`src/rtl/cpu_pkg.sv`:
```
// Shared types and helpers for the hazard scoreboard: the per-stage entry record and
// the width of a stage-select index that can also encode "no stage".
package cpu_pkg;

  localparam logic [4:0] REG_ZERO = 5'd0;

  typedef struct packed {
    logic       valid;
    logic [4:0] rd;
    logic       load;
  } sb_entry_t;

  // Index width able to hold 0..nstage, where nstage itself means "no match".
  function automatic int unsigned fwd_sel(input int unsigned nstage);
    return $clog2(nstage + 1);
  endfunction

endpackage

```
`src/rtl/hazard_scoreboard_if.sv`:
```
// Decode-side bundle of the hazard scoreboard: decoded operands in, stall and
// forwarded operands out, plus the per-stage result bus from the datapath.
interface hazard_scoreboard_if #(
  parameter int unsigned NSTAGE = 3,
  parameter int unsigned DW     = 32
);
  logic                   d_valid;
  logic [4:0]             d_rs;
  logic [4:0]             d_rt;
  logic                   d_rs_used;
  logic                   d_rt_used;
  logic [4:0]             d_rd;
  logic                   d_wen;
  logic                   d_load;
  logic [DW-1:0]          d_vs;
  logic [DW-1:0]          d_vt;
  logic                   freeze;
  logic                   flush;
  logic [NSTAGE*DW-1:0]   stage_data;
  logic                   stall;
  logic [DW-1:0]          vs_fwd;
  logic [DW-1:0]          vt_fwd;
  logic [NSTAGE-1:0]      stage_valid;

  modport master (
    output d_valid, d_rs, d_rt, d_rs_used, d_rt_used, d_rd, d_wen, d_load, d_vs, d_vt,
    output freeze, flush, stage_data,
    input  stall, vs_fwd, vt_fwd, stage_valid
  );

  modport slave (
    input  d_valid, d_rs, d_rt, d_rs_used, d_rt_used, d_rd, d_wen, d_load, d_vs, d_vt,
    input  freeze, flush, stage_data,
    output stall, vs_fwd, vt_fwd, stage_valid
  );
endinterface

```
`src/rtl/hazard_match.sv`:
```
// Finds the youngest in-flight writer of one source register and reports whether
// its result is already available for forwarding.
module hazard_match
  import cpu_pkg::*;
#(
  parameter int unsigned NSTAGE     = 3,
  parameter int unsigned READY_ALU  = 1,
  parameter int unsigned READY_LOAD = 2,
  localparam int unsigned IdxW      = fwd_sel(NSTAGE)
) (
  input  sb_entry_t [NSTAGE-1:0] entries,
  input  logic [4:0]             src,
  input  logic                   used,
  output logic                   hit,
  output logic                   ready,
  output logic [IdxW-1:0]        idx
);

  // Scan oldest to youngest so the youngest match is the one left standing.
  always_comb begin
    hit   = 1'b0;
    ready = 1'b0;
    idx   = IdxW'(NSTAGE);
    for (int i = int'(NSTAGE) - 1; i >= 0; i--) begin
      if (used && (src != REG_ZERO) && entries[i].valid && (entries[i].rd == src)) begin
        hit   = 1'b1;
        idx   = IdxW'(i);
        ready = (i >= (entries[i].load ? int'(READY_LOAD) : int'(READY_ALU)));
      end
    end
  end

endmodule

```
`src/rtl/hazard_scoreboard.sv`:
```
// Destination-register scoreboard for the in-order pipeline: decode stall, load-use
// interlock and operand forwarding. HAZARD_STATS_EN adds stall/load-use counters.
module hazard_scoreboard
  import cpu_pkg::*;
#(
  parameter int unsigned NSTAGE     = 3,
  parameter int unsigned READY_ALU  = 1,
  parameter int unsigned READY_LOAD = 2,
  parameter int unsigned DW         = 32
) (
  input  logic                clk,
  input  logic                resetn,
  hazard_scoreboard_if.slave  bus
`ifdef HAZARD_STATS_EN
  ,
  output logic [31:0]         stall_cnt,
  output logic [31:0]         loaduse_cnt
`endif
);

  localparam int unsigned IdxW = fwd_sel(NSTAGE);

  sb_entry_t [NSTAGE-1:0] entries_q, entries_d;
  sb_entry_t              new_entry;

  logic            hit_s, ready_s, hit_t, ready_t;
  logic [IdxW-1:0] idx_s, idx_t;

  hazard_match #(
    .NSTAGE    (NSTAGE),
    .READY_ALU (READY_ALU),
    .READY_LOAD(READY_LOAD)
  ) u_match_s (
    .entries(entries_q),
    .src    (bus.d_rs),
    .used   (bus.d_rs_used),
    .hit    (hit_s),
    .ready  (ready_s),
    .idx    (idx_s)
  );

  hazard_match #(
    .NSTAGE    (NSTAGE),
    .READY_ALU (READY_ALU),
    .READY_LOAD(READY_LOAD)
  ) u_match_t (
    .entries(entries_q),
    .src    (bus.d_rt),
    .used   (bus.d_rt_used),
    .hit    (hit_t),
    .ready  (ready_t),
    .idx    (idx_t)
  );

  always_comb begin
    bus.stall = bus.d_valid & ((hit_s & ~ready_s) | (hit_t & ~ready_t));
  end

  always_comb begin
    bus.vs_fwd = bus.d_vs;
    bus.vt_fwd = bus.d_vt;
    for (int i = 0; i < int'(NSTAGE); i++) begin
      if (hit_s && ready_s && (idx_s == IdxW'(i))) bus.vs_fwd = bus.stage_data[i*DW +: DW];
      if (hit_t && ready_t && (idx_t == IdxW'(i))) bus.vt_fwd = bus.stage_data[i*DW +: DW];
    end
  end

  // A stalled or flushed decode slot enters E as a bubble.
  always_comb begin
    new_entry.valid = bus.d_valid & bus.d_wen & ~bus.stall & ~bus.flush;
    new_entry.rd    = bus.d_rd;
    new_entry.load  = bus.d_load;
  end

  always_comb begin
    entries_d = entries_q;
    if (!bus.freeze) begin
      entries_d[0] = new_entry;
      for (int i = 1; i < int'(NSTAGE); i++) begin
        entries_d[i] = entries_q[i-1];
      end
    end
  end

  always_ff @(posedge clk or negedge resetn) begin
    if (!resetn) begin
      entries_q <= '0;
    end else begin
      entries_q <= entries_d;
    end
  end

  always_comb begin
    for (int i = 0; i < int'(NSTAGE); i++) begin
      bus.stage_valid[i] = entries_q[i].valid;
    end
  end

`ifdef HAZARD_STATS_EN
  logic        load_s, load_t, loaduse_stall;
  logic [31:0] stall_cnt_q, stall_cnt_d, loaduse_cnt_q, loaduse_cnt_d;

  always_comb begin
    load_s = 1'b0;
    load_t = 1'b0;
    for (int i = 0; i < int'(NSTAGE); i++) begin
      if (idx_s == IdxW'(i)) load_s = entries_q[i].load;
      if (idx_t == IdxW'(i)) load_t = entries_q[i].load;
    end
    loaduse_stall = bus.d_valid &
                    ((hit_s & ~ready_s & load_s) | (hit_t & ~ready_t & load_t));
  end

  always_comb begin
    stall_cnt_d   = stall_cnt_q;
    loaduse_cnt_d = loaduse_cnt_q;
    if (bus.stall && !bus.freeze && (stall_cnt_q != '1)) stall_cnt_d = stall_cnt_q + 32'd1;
    if (loaduse_stall && !bus.freeze && (loaduse_cnt_q != '1)) begin
      loaduse_cnt_d = loaduse_cnt_q + 32'd1;
    end
  end

  always_ff @(posedge clk or negedge resetn) begin
    if (!resetn) begin
      stall_cnt_q   <= '0;
      loaduse_cnt_q <= '0;
    end else begin
      stall_cnt_q   <= stall_cnt_d;
      loaduse_cnt_q <= loaduse_cnt_d;
    end
  end

  assign stall_cnt   = stall_cnt_q;
  assign loaduse_cnt = loaduse_cnt_q;
`endif

endmodule

```
`src/flat_wrapper.sv`:
```
// flat-port wrapper written by rule: the top's interface ports become plain ports
module hazard_scoreboard_flat import cpu_pkg::*;
#(
  parameter int unsigned NSTAGE     = 3,
  parameter int unsigned READY_ALU  = 1,
  parameter int unsigned READY_LOAD = 2,
  parameter int unsigned DW         = 32
)
  (clk, resetn, bus_d_valid, bus_d_rs, bus_d_rt, bus_d_rs_used, bus_d_rt_used, bus_d_rd, bus_d_wen, bus_d_load, bus_d_vs, bus_d_vt, bus_freeze, bus_flush, bus_stage_data, bus_stall, bus_vs_fwd, bus_vt_fwd, bus_stage_valid);
  hazard_scoreboard_if #(.NSTAGE(NSTAGE), .DW(DW)) bus_i ();
  input  logic clk;
  input  logic resetn;
  input wire logic [$bits(bus_i.d_valid)-1:0] bus_d_valid;
  input wire logic [$bits(bus_i.d_rs)-1:0] bus_d_rs;
  input wire logic [$bits(bus_i.d_rt)-1:0] bus_d_rt;
  input wire logic [$bits(bus_i.d_rs_used)-1:0] bus_d_rs_used;
  input wire logic [$bits(bus_i.d_rt_used)-1:0] bus_d_rt_used;
  input wire logic [$bits(bus_i.d_rd)-1:0] bus_d_rd;
  input wire logic [$bits(bus_i.d_wen)-1:0] bus_d_wen;
  input wire logic [$bits(bus_i.d_load)-1:0] bus_d_load;
  input wire logic [$bits(bus_i.d_vs)-1:0] bus_d_vs;
  input wire logic [$bits(bus_i.d_vt)-1:0] bus_d_vt;
  input wire logic [$bits(bus_i.freeze)-1:0] bus_freeze;
  input wire logic [$bits(bus_i.flush)-1:0] bus_flush;
  input wire logic [$bits(bus_i.stage_data)-1:0] bus_stage_data;
  output wire logic [$bits(bus_i.stall)-1:0] bus_stall;
  output wire logic [$bits(bus_i.vs_fwd)-1:0] bus_vs_fwd;
  output wire logic [$bits(bus_i.vt_fwd)-1:0] bus_vt_fwd;
  output wire logic [$bits(bus_i.stage_valid)-1:0] bus_stage_valid;
  assign bus_i.d_valid = bus_d_valid;
  assign bus_i.d_rs = bus_d_rs;
  assign bus_i.d_rt = bus_d_rt;
  assign bus_i.d_rs_used = bus_d_rs_used;
  assign bus_i.d_rt_used = bus_d_rt_used;
  assign bus_i.d_rd = bus_d_rd;
  assign bus_i.d_wen = bus_d_wen;
  assign bus_i.d_load = bus_d_load;
  assign bus_i.d_vs = bus_d_vs;
  assign bus_i.d_vt = bus_d_vt;
  assign bus_i.freeze = bus_freeze;
  assign bus_i.flush = bus_flush;
  assign bus_i.stage_data = bus_stage_data;
  assign bus_stall = bus_i.stall;
  assign bus_vs_fwd = bus_i.vs_fwd;
  assign bus_vt_fwd = bus_i.vt_fwd;
  assign bus_stage_valid = bus_i.stage_valid;
  hazard_scoreboard #(.NSTAGE(NSTAGE), .READY_ALU(READY_ALU), .READY_LOAD(READY_LOAD), .DW(DW)) u_core (.clk(clk), .resetn(resetn), .bus(bus_i));
endmodule
```
`config.mk`:
```
export PLATFORM = sky130hd
export DESIGN_NAME = hazard_scoreboard_flat
export DESIGN_NICKNAME = d
export VERILOG_FILES = /design/src/rtl/cpu_pkg.sv /design/src/rtl/hazard_scoreboard_if.sv /design/src/rtl/hazard_match.sv /design/src/rtl/hazard_scoreboard.sv /design/src/flat_wrapper.sv
export SDC_FILE = /design/constraint.sdc
export NUM_CORES = 1
export LEC_CHECK = 0
export BUFFER_PORTS_ARGS = -buffer_cell sky130_fd_sc_hd__buf_4
export CAP_MARGIN = 25
export CELL_PAD_IN_SITES_DETAIL_PLACEMENT = 1
export CELL_PAD_IN_SITES_GLOBAL_PLACEMENT = 1
export CORE_MARGIN = 3
export CORE_UTILIZATION = 27
export DETAILED_ROUTE_END_ITERATION = 10
export PLACE_DENSITY = 0.8
export SLEW_MARGIN = 20
export SYNTH_ARGS = -nofsm -noshare
export SYNTH_HDL_FRONTEND = slang
export SYNTH_SLANG_ARGS = --single-unit
```
`constraint.sdc`:
```
create_clock -name clk -period 2.5 [get_ports clk]
set_input_delay 0.375 -clock clk [delete_from_list [all_inputs] [get_ports clk]]
set_output_delay 0.375 -clock clk [all_outputs]
set_load 0.01 [all_outputs]
```
# After elaboration in Yosys (flattened, before gate mapping)

Cells that the tools add are included.

$add $sub $neg: 0
Multipliers: 0
Div/mod/pow operators: 0
$lt $le $gt $ge: 3
Eq/ne operators: 10
Shift-type cells: 0
Multiplexer cells: 27
Bitwise logic cells: 11
Reductions and logical operators: 26

Operators by type and width:

| cell                                                             | number |
|---|---|
| two-way mux 32 bit                                               | 6 |
| equality test 5 bit                                              | 6 |
| logical AND 1 bit                                                | 22 |
| two-way mux 1 bit                                                | 14 |
| two-way mux 2 bit                                                | 7 |
| nonzero test 5 bit                                               | 2 |
| bitwise AND 1 bit                                                | 6 |
| equality test 2 x 1 -> 1 bit, second input constant              | 2 |
| equality test 2 bit, second input constant                       | 2 |
| greater-or-equal comparator 1 x 2 -> 1 bit, first input constant | 2 |
| logical NOT 2 bit                                                | 2 |
| inverter 1 bit                                                   | 4 |
| greater-or-equal comparator 2 bit, first input constant          | 1 |
| bitwise OR 1 bit                                                 | 1 |

Bits in registers: 21
Bits in latches: 0
Memory bits (writable): 0
Bits in read-only memories: 0
Input port bits: 184
Output and inout bits: 68
Logic and storage cells: 86
Memories: 0

# Longest topological paths before layout

Gate-level depths: netlist (run 1).

Depth after elaboration: 14
Gate-level depth with buffers: 7
Gate-level depth less buffers: 5

# Cells and area by module

Synthesis (run 1) repeated with hierarchy kept, for this count alone.

Cells, all modules: 457
Area, all modules: 3928.8 um2

By module, submodules not included:

| module            | instances | cells each | area an instance (um2) | sequential area each (um2) |
|---|---|---|---|---|
| hazard_scoreboard | 1         | 395        | 3473.3                 | 525.5 |
| hazard_match      | 2         | 31         | 227.7                  | 0.0 |

# Worst setup path before layout (run 1)

OpenSTA, ideal clock, no wires.

Path kind: register to output
From: reg u_core.entries_q[8] in the netlist's numbering
To: out bus_vs_fwd[10]
Arrival: 1.785 ns
Required time: 2.125 ns
Setup slack: 0.340 ns
Stages on the path, launching flop included: 8
Path buffers: 2
Path through: dfrtp_1 > xnor2_1 > nand4_1 > or3_1 > buf_2 > a21boi_4 > buf_6 > a2bb2oi_2

Word-level cells in the longest chain between the ends: 9
Elaborated cells between the ends (all ways): 18
Classes of those cells: 3 x eq/ne; 9 x mux; 6 x reduce/logical

RTL lines:

| what                                                                        | line                    | RTL |
|---|---|---|
| from (decl)                                                                 | hazard_scoreboard.sv:23 | `sb_entry_t [NSTAGE-1:0] entries_q, entries_d;` |
| from (signal assigned)                                                      | hazard_scoreboard.sv:89 | `entries_q <= entries_d;` |
| equality test 5 bit *                                                       | hazard_match.sv:25      | `if (used && (src != REG_ZERO) && entries[i].valid && (entries[i].rd == src)) begin` |
| logical AND 1 bit *                                                         | hazard_match.sv:25      |  |
| two-way mux 2 bit / two-way mux 1 bit (equally long branches) (2 in series) | hazard_match.sv:25      |  |
| logical NOT 2 bit / logical AND 1 bit (equally long branches)               | hazard_scoreboard.sv:63 | `if (hit_s && ready_s && (idx_s == IdxW'(i))) bus.vs_fwd = bus.stage_data[i*DW +: DW];` |
| logical AND 1 bit                                                           | hazard_scoreboard.sv:63 |  |
| two-way mux 32 bit (2 in series)                                            | hazard_scoreboard.sv:63 |  |
| two-way mux 32 bit *                                                        | hazard_scoreboard.sv:63 |  |
| to (decl)                                                                   | flat_wrapper.sv:27      | `output wire logic [$bits(bus_i.vs_fwd)-1:0] bus_vs_fwd;` |

Every way passes the cells marked *; elsewhere a longest branch is shown, timed or not.

# Worst setup path in the final report (run 1)

From: reg u_core.entries_q[8] in the netlist's numbering
To: out bus_vs_fwd[6]

Same word-level chain as after synthesis.

==> flow_summary.yaml, run 1 <==
status:
  status: "finished with violations"
  violations: "negative setup slack"
global_route:
  overflow: 0
  grt_usage: 0.216
  grt_antenna_before_repair: 1
  grt_pass1_wl_mm: 21.8
  grt_pass1_vias: 3946
  grt_max_degree: 33
die:
  die_area_um2: 12300
  die_h_um: 111
  design.core.area_um2: 10500
  ios: 252
  die_w_um: 111
  start_util: 0.282
  row_count: 37
power_and_ir_drop:
  p_leak_nw: 2.24
  peakVddDrop_uv: 313
  p_per_area_nw_per_um2: 282
min_path:
  hold_depth: 2
  hold_class: "in2reg"
  hp-start: "bus_d_rd[2]"
  hold_end: "u_core.entries_q[3]"
timing:
  setup_viol_count_final: 64
  worst_slew_margin_rel: 0.751
  clock.fmax_mhz: 367
  finalHoldViolCount: 0
  worstMarginPinSlew_ns: 0.370
  skew_ns: 0.00133
  slew_violations: 0
  fin_crit_ns: 2.73
  fin_ws_ns: -0.225
  rsz0062_at_grt: "yes"
  fin_crit_sh: 1.09
  tns_ns: -8.78
yosys:
  synth_cell_types: 31
  synth-seq-area-share: 0.169
  synth_edf_count: 0
  synth-seq-cells: 20
  syn_area_um2: 2970
  postSynthCellCount: 305
  syn_avg_cell_area_um2: 9.73
  synth_nets: 489
  synthArstFlopShare: 1.00
  yosysWarnings: 0
  synthFlopType: "dfrtp_1"
clock_network:
  cts_tree: "done"
  cts_buffers: 3
  cts_buffer_depth: 2
  h-tree-depth: 1
  worstSkewPairLatency_ns: 0.26
  cts_sinks: 20
  root_buffer: "clkbuf_8"
  clk_pin_slew_worst_paths_ns: 0.07
cells_and_area:
  finalNetCount: 720
  final_area_um2: 5260
  instances_no_fill: 670
  fin_util: 0.500
  syn2layout_area_growth_pct: 77.2
  fillers: 1195
  diodes: 0
  drive_above_1_share: 0.670
detailed_routing:
  drtIter0Drc: 139
  wirelength_mm: 14.4
  drc: 0
  viasPerCell: 5.45
  vias: 3654
  wl_per_cell_um: 21.4
  drtAntennaViolNets: 0
  dr.pass1.iters: 4
placement:
  dp_slack_ns: -0.0217
  post_dp_cell_area_um2: 4850
  io_buffers: 219
  gp_congestion: 0.891
  dp_hpwl_mm: 10.4
  dp_cells: 648
setup_path:
  cp_cell_sequence: "xnor2_2 -> nand4_1 -> or3_4 -> a21boi_4 -> buf_12 -> clkbuf_16 -> a2bb2oi_2 -> buf_4"
  cpPeakStageDelay_ns: 0.46
  reg2reg_from: "u_core.entries_q[10]"
  worstPathArrival_ns: 2.35
  rrSetupSlack_ns: 0.71
  slowest_stage: "or3_4"
  endpoint_kind: "primary output"
  cp-start-kind: "flop"
  r2r_cells: 6
  r2r_end: "u_core.bus.stage_valid[0]"
  path_class: "reg2out"
  critPathRequiredTime_ns: 2.12
  cp_max_fo: 6
run:
  drv_cap: 0
-- worst max path at each step --
| stage | slack [ns] | depth (start not counted) | endpoint | from |
|---|---|---|---|---|
| finish | -0.23 | 8 | bus_vs_fwd[6] | u_core.entries_q[8] |
| global route | -0.30 | 8 | bus_vs_fwd[2] | u_core.entries_q[8] |
| global placement | 0.03 | 8 | bus_stall | bus_d_rs[1] |
| CTS | -0.18 | 8 | bus_vs_fwd[21] | u_core.entries_q[10] |
| floorplan | 0.34 | 7 | bus_vs_fwd[10] | u_core.entries_q[8] |
| detailed placement | -0.02 | 8 | bus_stall | bus_d_rs[1] |
-- stage by stage --
| step | hold WS [ns] | power [W] |
|---|---|---|
| CTS | 0.343 | 0.00148 |
| detailed placement | 0.266 | 0.00123 |
| global placement | 0.263 | 0.00120 |
| global route | 0.349 | 0.00157 |
| floorplan | 0.0794 | 0.000801 |
| finish | 0.345 | 0.00148 |
-- state kept, by name, summed over array words and instances, names as in the netlist --
signal,flops
u_core.entries_q,17
u_core.bus.stage_valid,3
-- report_power, final --
group	switching [W]	total, W	internal, W
registers	0.0000583	0.000427	0.000369
clock network	0.0000985	0.000206	0.000107
logic	0.000369	0.000848	0.000479
total	0.000526	0.00148	0.000954
-- area by class of cell --
cell class                      instances  area [um^2]  area share
Clock buffer                            3         41.3     0.00785
Tap cell                              136          170      0.0324
Inverter                                1         3.75    0.000714
Timing Repair Buffer                  260         2180       0.414
Sequential cell                        20          503      0.0957
Multi-Input combinational cell        250         2360       0.449
-- Yosys cell counts, types with 3 or more instances --
cell / instances / area (um^2)
o22ai_1: 64 / 400
mux2_2: 19 / 214
buf_6: 6 / 67.6
xnor2_1: 12 / 105
dfrtp_1: 20 / 500
nand2_1: 4 / 15.0
or3_1: 3 / 18.8
xor2_1: 18 / 158
buf_4: 3 / 22.5
nand2b_1: 32 / 200
clkbuf_1: 23 / 86.3
nor3_1: 5 / 25.0
a2bb2oi_2: 60 / 901
nor2_1: 6 / 22.5
a2bb2oi_1: 5 / 43.8
-- critical path, delay by kind of cell (launching register included) --
family | cells | cell delay, ns
and+or+nand+nor | 2 | 0.66
buffers and inverters | 3 | 0.45
DFF | 1 | 0.44
AOI/OAI and AO/OA | 2 | 0.32
xor gates and xnor gates | 1 | 0.21
-- cells by family after synthesis --
family,after synthesis,share of synthesized area
AO/OA/AOI/OAI,142,0.492
AND/OR/NAND/NOR,59,0.114
buffers and inverters,35,0.0641
XOR/XNOR,30,0.0886
flip-flops,20,0.169
multiplexers,19,0.0721
-- per-layer routing --
metal | wire (um) | global-route usage | up-vias
li1 | - | - | 1670
met1 | 5770 | 0.255 | 1814
met2 | 7540 | 0.407 | 149
met3 | 844 | 0.0382 | 19
met4 | 183 | 0.0435 | 2
met5 | 13 | 0 | -
-- placed cells by master, fill, tap and decap left out, types with 3 or more instances in the layout --
| cell type | synthesis | layout |
|---|---|---|
| buf_4 | 3 | 236 |
| o22ai_1 | 64 | 63 |
| a2bb2oi_2 | 60 | 62 |
| nand2b_1 | 32 | 32 |
| mux2_2 | 19 | 19 |
| xor2_1 | 18 | 18 |
| dfrtp_1 | 20 | 18 |
| xnor2_1 | 12 | 10 |
| buf_6 | 6 | 10 |
| buf_12 | 0 | 7 |
| nor2_1 | 6 | 6 |
| nor3_1 | 5 | 5 |
| nand2_1 | 4 | 4 |
| clkbuf_16 | 0 | 4 |
| a2bb2oi_1 | 5 | 3 |
| clkbuf_8 | 0 | 3 |
-- timing repair --
action | CTS | global route
cloned | 3 | 4
endpoints found under the setup margin | 65 | 65
setup buffers | 10 | 5
pin swaps | 8 | 8
hold endpoints to repair | 20 | 0
resized for setup | 15 | 12
hold buffers | 1 | 0
(Power assumes the default switching activity.)
==> run 2, diff against run 1 <==
--- a/config.mk
+++ b/config.mk
@@ -6,13 +6,12 @@
 export NUM_CORES = 1
 export LEC_CHECK = 0
 export BUFFER_PORTS_ARGS = -buffer_cell sky130_fd_sc_hd__buf_4
-export CAP_MARGIN = 25
 export CELL_PAD_IN_SITES_DETAIL_PLACEMENT = 1
 export CELL_PAD_IN_SITES_GLOBAL_PLACEMENT = 1
 export CORE_MARGIN = 3
 export CORE_UTILIZATION = 27
 export DETAILED_ROUTE_END_ITERATION = 10
-export PLACE_DENSITY = 0.8
+export PLACE_DENSITY_LB_ADDON = 0.1
 export SLEW_MARGIN = 20
 export SYNTH_ARGS = -nofsm -noshare
 export SYNTH_HDL_FRONTEND = slang
==> run 2 against run 1 <==
The flow still finishes with violations (negative setup slack); non-clock buffer count rose by 6; hold slack got worse by 0.0045 ns; combinational power rose by 8.5%; largest cell class unchanged; highest routed layer is now met4.
==> flow_summary.yaml, run 2 (same netlist as run 1, synthesis figures left out) <==
status:
  status: "finished with violations"
  violations: "negative setup slack"
placement:
  gp_congestion: 0.858
  dp_hpwl_mm: 10.7
  io_buffers: 219
  dp_slack_ns: 0.0234
clock_network:
  cts_sinks: 20
  cts_buffers: 3
  root_buffer: "clkbuf_8"
  worstSkewPairLatency_ns: 0.26
  clk_pin_slew_worst_paths_ns: 0.08
  h-tree-depth: 1
  cts_tree: "done"
  cts_buffer_depth: 2
die:
  die_w_um: 111
  start_util: 0.282
  die_h_um: 111
  die_area_um2: 12300
  design.core.area_um2: 10500
  row_count: 37
  ios: 252
timing:
  worstMarginPinSlew_ns: 0.333
  rsz0062_at_grt: "yes"
  skew_ns: 0.00103
  fin_crit_sh: 1.04
  slew_violations: 0
  fin_crit_ns: 2.61
  fin_ws_ns: -0.111
  tns_ns: -3.10
  setup_viol_count_final: 65
  finalHoldViolCount: 0
  clock.fmax_mhz: 383
  hold_slack_ns: 0.340
  worst_slew_margin_rel: 0.778
detailed_routing:
  dr.pass1.iters: 4
  wirelength_mm: 15.4
  vias: 3651
  viasPerCell: 5.40
  drc: 0
  drtAntennaViolNets: 0
  drtIter0Drc: 169
  wl_per_cell_um: 22.8
setup_path:
  path_class: "reg2out"
  cp-start-kind: "flop"
  critPathRequiredTime_ns: 2.12
  r2r_cells: 7
  r2r_end: "u_core.bus.stage_valid[0]"
  rrSetupSlack_ns: 0.57
  endpoint_kind: "primary output"
  reg2reg_from: "u_core.entries_q[9]"
  cp_max_fo: 4
  worstPathArrival_ns: 2.24
cells_and_area:
  final_cell_mix: "248 x buf_4, 62 x a2bb2oi_2, 40 x o22ai_1, 32 x nand2b_1, 19 x mux2_2"
  fin_util: 0.525
  top_register: "u_core.entries_q"
  syn2layout_area_growth_pct: 85.9
  finalNetCount: 726
  diodes: 0
  largest_reg_flops: 17
  drive_above_1_share: 0.733
  mostFrequentLayoutCell: "buf_4"
min_path:
  hold_class: "in2reg"
  hold_end: "u_core.entries_q[2]"
  hold_depth: 2
  hp-start: "bus_d_rd[1]"
power_and_ir_drop:
  peakVddDrop_uv: 218
  p_per_area_nw_per_um2: 285
  total_power_w: 0.00157
  p_leak_nw: 2.30
global_route:
  grt_pass1_vias: 3864
  grt_antenna_before_repair: 0
  grt_pass1_wl_mm: 23.0
  grt_usage: 0.231
  grt_max_degree: 33
  overflow: 0
run:
  drv_cap: 0
-- run 2: timing repair --
item	CTS	global route
pin swaps	18	35
endpoints found under the hold margin	20	0
gates resized for setup	34	36
buffers inserted	16	3
endpoints found under the setup margin	64	65
hold buffers	1	0
cloned	5	3
-- run 2: final cells by class --
type / instances / area, um^2
Clock buffer: 3 / 41.3
Fill cell: 1196 / 4990
Inverter: 1 / 3.75
Multi-Input combinational cell: 250 / 2600
Sequential cell: 20 / 508
Tap cell: 136 / 170
Timing Repair Buffer: 266 / 2190
-- run 2: worst max path at each step --
stage	endpoint	slack (ns)	depth (start not counted)	startpoint
final	bus_vt_fwd[3]	-0.11	8	u_core.entries_q[9]
after global routing	bus_vs_fwd[6]	-0.25	9	u_core.entries_q[12]
after CTS	bus_vt_fwd[31]	-0.09	8	u_core.entries_q[10]
after detailed placement	bus_vt_fwd[7]	0.02	8	bus_d_rt[4]
after global placement	bus_vs_fwd[31]	0.06	8	bus_d_rs[0]
after floorplan	bus_vs_fwd[10]	0.34	7	u_core.entries_q[8]
-- run 2: report_power, final --
group | switching [W] | internal [W]
clock network | 0.000112 | 0.000108
logic | 0.000402 | 0.000518
registers | 0.0000602 | 0.000370
-- run 2: metal layers --
layer  wire length, um  global-route usage
met1              6380               0.287
met2              8150               0.434
met3               791              0.0360
met4               107              0.0213
met5                 0                   0
-- run 2: metrics by stage --
step / instances / instance area (um^2)
after global placement: 648 / 4850
after detailed placement: 648 / 4850
after floorplan: 305 / 2970
after global routing: 676 / 5520
final: 676 / 5520
after CTS: 673 / 5290
-- run 2: worst max-delay path, cell delays in order (launching register included) --
cell and delay (ns):
dfrtp_2 0.45, xnor2_1 0.17, nand4_1 0.16, or3_4 0.39, a21boi_4 0.24, buf_6 0.17
clkbuf_16 0.15, a2bb2oi_2 0.12, buf_4 0.13
==> run 3, diff against run 2 <==
--- a/config.mk
+++ b/config.mk
@@ -9,10 +9,12 @@
 export CELL_PAD_IN_SITES_DETAIL_PLACEMENT = 1
 export CELL_PAD_IN_SITES_GLOBAL_PLACEMENT = 1
 export CORE_MARGIN = 3
-export CORE_UTILIZATION = 27
+export CORE_UTILIZATION = 30
 export DETAILED_ROUTE_END_ITERATION = 10
+export HOLD_SLACK_MARGIN = 0.12
 export PLACE_DENSITY_LB_ADDON = 0.1
 export SLEW_MARGIN = 20
 export SYNTH_ARGS = -nofsm -noshare
 export SYNTH_HDL_FRONTEND = slang
+export SYNTH_HIERARCHICAL = 1
 export SYNTH_SLANG_ARGS = --single-unit
==> run 3 against run 2 <==
Clock power is 100% higher; critical path type unchanged; core utilization increased by 17 points; clock-buffer cell count is the same; the run still ends with negative setup slack left; largest power group unchanged; highest routed layer unchanged.
==> flow_summary.yaml, run 3 <==
setup_path:
  cp-start-kind: "flop"
  path_class: "reg2out"
  endpoint_kind: "primary output"
  cp_max_fo: 9
  critPathRequiredTime_ns: 2.12
  worstPathArrival_ns: 3.02
  r2r_cells: 11
timing:
  tns_ns: -50.63
  skew_ns: 0.00243
  rsz0062_at_grt: "yes"
  fin_crit_sh: 1.36
  setup_viol_count_final: 66
  worst_slew_margin_rel: 0.741
  fin_crit_ns: 3.40
  clock.fmax_mhz: 294
  slew_violations: 0
  worstMarginPinSlew_ns: 0.388
  fin_ws_ns: -0.896
  finalHoldViolCount: 0
detailed_routing:
  vias: 5713
  wl_per_cell_um: 30.6
  drtIter0Drc: 336
  viasPerCell: 6.08
  wirelength_mm: 28.7
  dr.pass1.iters: 5
  drc: 0
  drtAntennaViolNets: 0
placement:
  gp_congestion: 0.863
  io_buffers: 251
  dp_hpwl_mm: 15.0
  dp_slack_ns: -0.739
cells_and_area:
  drive_above_1_share: 0.752
  largest_reg_flops: 17
  top_register: "u_core/entries_q"
  final_cell_mix: "290 x buf_4, 61 x mux2i_1, 55 x a221oi_2, 38 x nor2_1, 28 x buf_6"
  mostFrequentLayoutCell: "buf_4"
  fillers: 1276
  finalNetCount: 956
  multi_input_area_um2: 4230
  seqCellArea_um2: 500
  diodes: 0
  syn2layout_area_growth_pct: 120
die:
  die_h_um: 120
  row_count: 40
  start_util: 0.315
  design.core.area_um2: 12400
  ios: 252
  die_area_um2: 14400
  die_w_um: 120
global_route:
  grt_max_degree: 25
  grt_pass1_vias: 6024
  overflow: 0
  grt_usage: 0.302
  grt_antenna_before_repair: 0
  grt_pass1_wl_mm: 34.5
yosys:
  postSynthCellCount: 455
  syn_area_um2: 3890
  syn_avg_cell_area_um2: 8.55
  synth_nets: 639
  yosysWarnings: 6
power_and_ir_drop:
  p_per_area_nw_per_um2: 236
  switching_share: 0.346
  comb_power_share: 0.572
  peakVddDrop_uv: 712
  intPower_w: 0.00132
  p_leak_nw: 4.08
  pwr-share-clk: 0.218
  seq_power_share: 0.211
  switching_power_w: 0.000698
min_path:
  hold_depth: 2
  hold_class: "in2reg"
status:
  violations: "negative setup slack"
  status: "finished with violations"
clock_network:
  cts_tree: "done"
  h-tree-depth: 1
  worstSkewPairLatency_ns: 0.25
  cts_buffer_depth: 2
  cts_buffers: 3
  cts_sinks: 20
  clk_pin_slew_worst_paths_ns: 0.06
  root_buffer: "clkbuf_16"
run:
  drv_cap: 0
run 3: worst max-delay path, cell delays in order (launching register included):
cell	delay [ns]
dfrtp_1	0.43
xor2_1	0.19
nor4_2	0.38
nand4b_1	0.27
mux2_4	0.35
nor2_4	0.10
buf_6	0.14
nand2_8	0.10
nor2_4	0.28
clkbuf_16	0.25
a221oi_2	0.09
buf_4	0.18
run 3: layout make-up:
class	instances	area share
clock buffer	3	0.00878
tap	168	0.0246
timing repair buffer	363	0.408
inverter	3	0.00132
sequential	20	0.0586
multi-input combinational	381	0.495
clock inverter	1	0.00351
run 3: repair_timing:
item,4_1_cts,5_1_grt
endpoints found under the setup margin,65,66
hold buffers,1,0
endpoints found under the hold margin,20,0
buffers inserted,22,7
cloned,12,6
resized for setup,128,62
pin swaps,21,38
run 3: worst paths after layout:
| kind | from | end | slack [ns] |
|---|---|---|---|
| setup / recovery | u_core/entries_q[15] | bus_vs_fwd[12] | -0.90 |
| setup reg to reg | u_core/entries_q[15] | u_core/bus.stage_valid[0] | -0.07 |
| max in group asynchronous | resetn | u_core/entries_q[18] | 1.75 |
| hold / removal | bus_flush | u_core/bus.stage_valid[0] | 0.31 |
| min in group asynchronous | resetn | u_core/entries_q[17] | 0.55 |
| hold reg to reg | u_core/entries_q[0] | u_core/entries_q[7] | 0.52 |
run 3: power groups by stage:
| stage | Clock [W] | Sequential [W] | Combinational, W |
|---|---|---|---|
| 2_1_floorplan | 0 | 0.000414 | 0.000403 |
| 3_3_place_gp | 0 | 0.000417 | 0.000874 |
| 3_5_place_dp | 0 | 0.000422 | 0.000911 |
| 4_1_cts | 0.000445 | 0.000418 | 0.00100 |
| 5_1_grt | 0.000463 | 0.000429 | 0.00121 |
| 6_report | 0.000438 | 0.000424 | 0.00115 |
run 3: layer usage:
layer	global-route usage	routed length, um	up-vias
met5	0	0	-
li1	-	-	2420
met2	0.570	14500	369
met4	0.117	1910	0
met1	0.335	10300	2797
met3	0.0495	1960	127
run 3: stage by stage:
step | area, um^2 | hold slack, ns | power (W) | instances | util
after floorplan | 4260 | 0.0794 | 0.000816 | 455 | -
after global placement | 6700 | 0.264 | 0.00129 | 888 | 0.542
after detailed placement | 6700 | 0.266 | 0.00133 | 888 | 0.542
after CTS | 7940 | 0.307 | 0.00187 | 927 | 0.642
after global routing | 8550 | 0.315 | 0.00210 | 939 | 0.691
final | 8550 | 0.314 | 0.00201 | 939 | 0.691
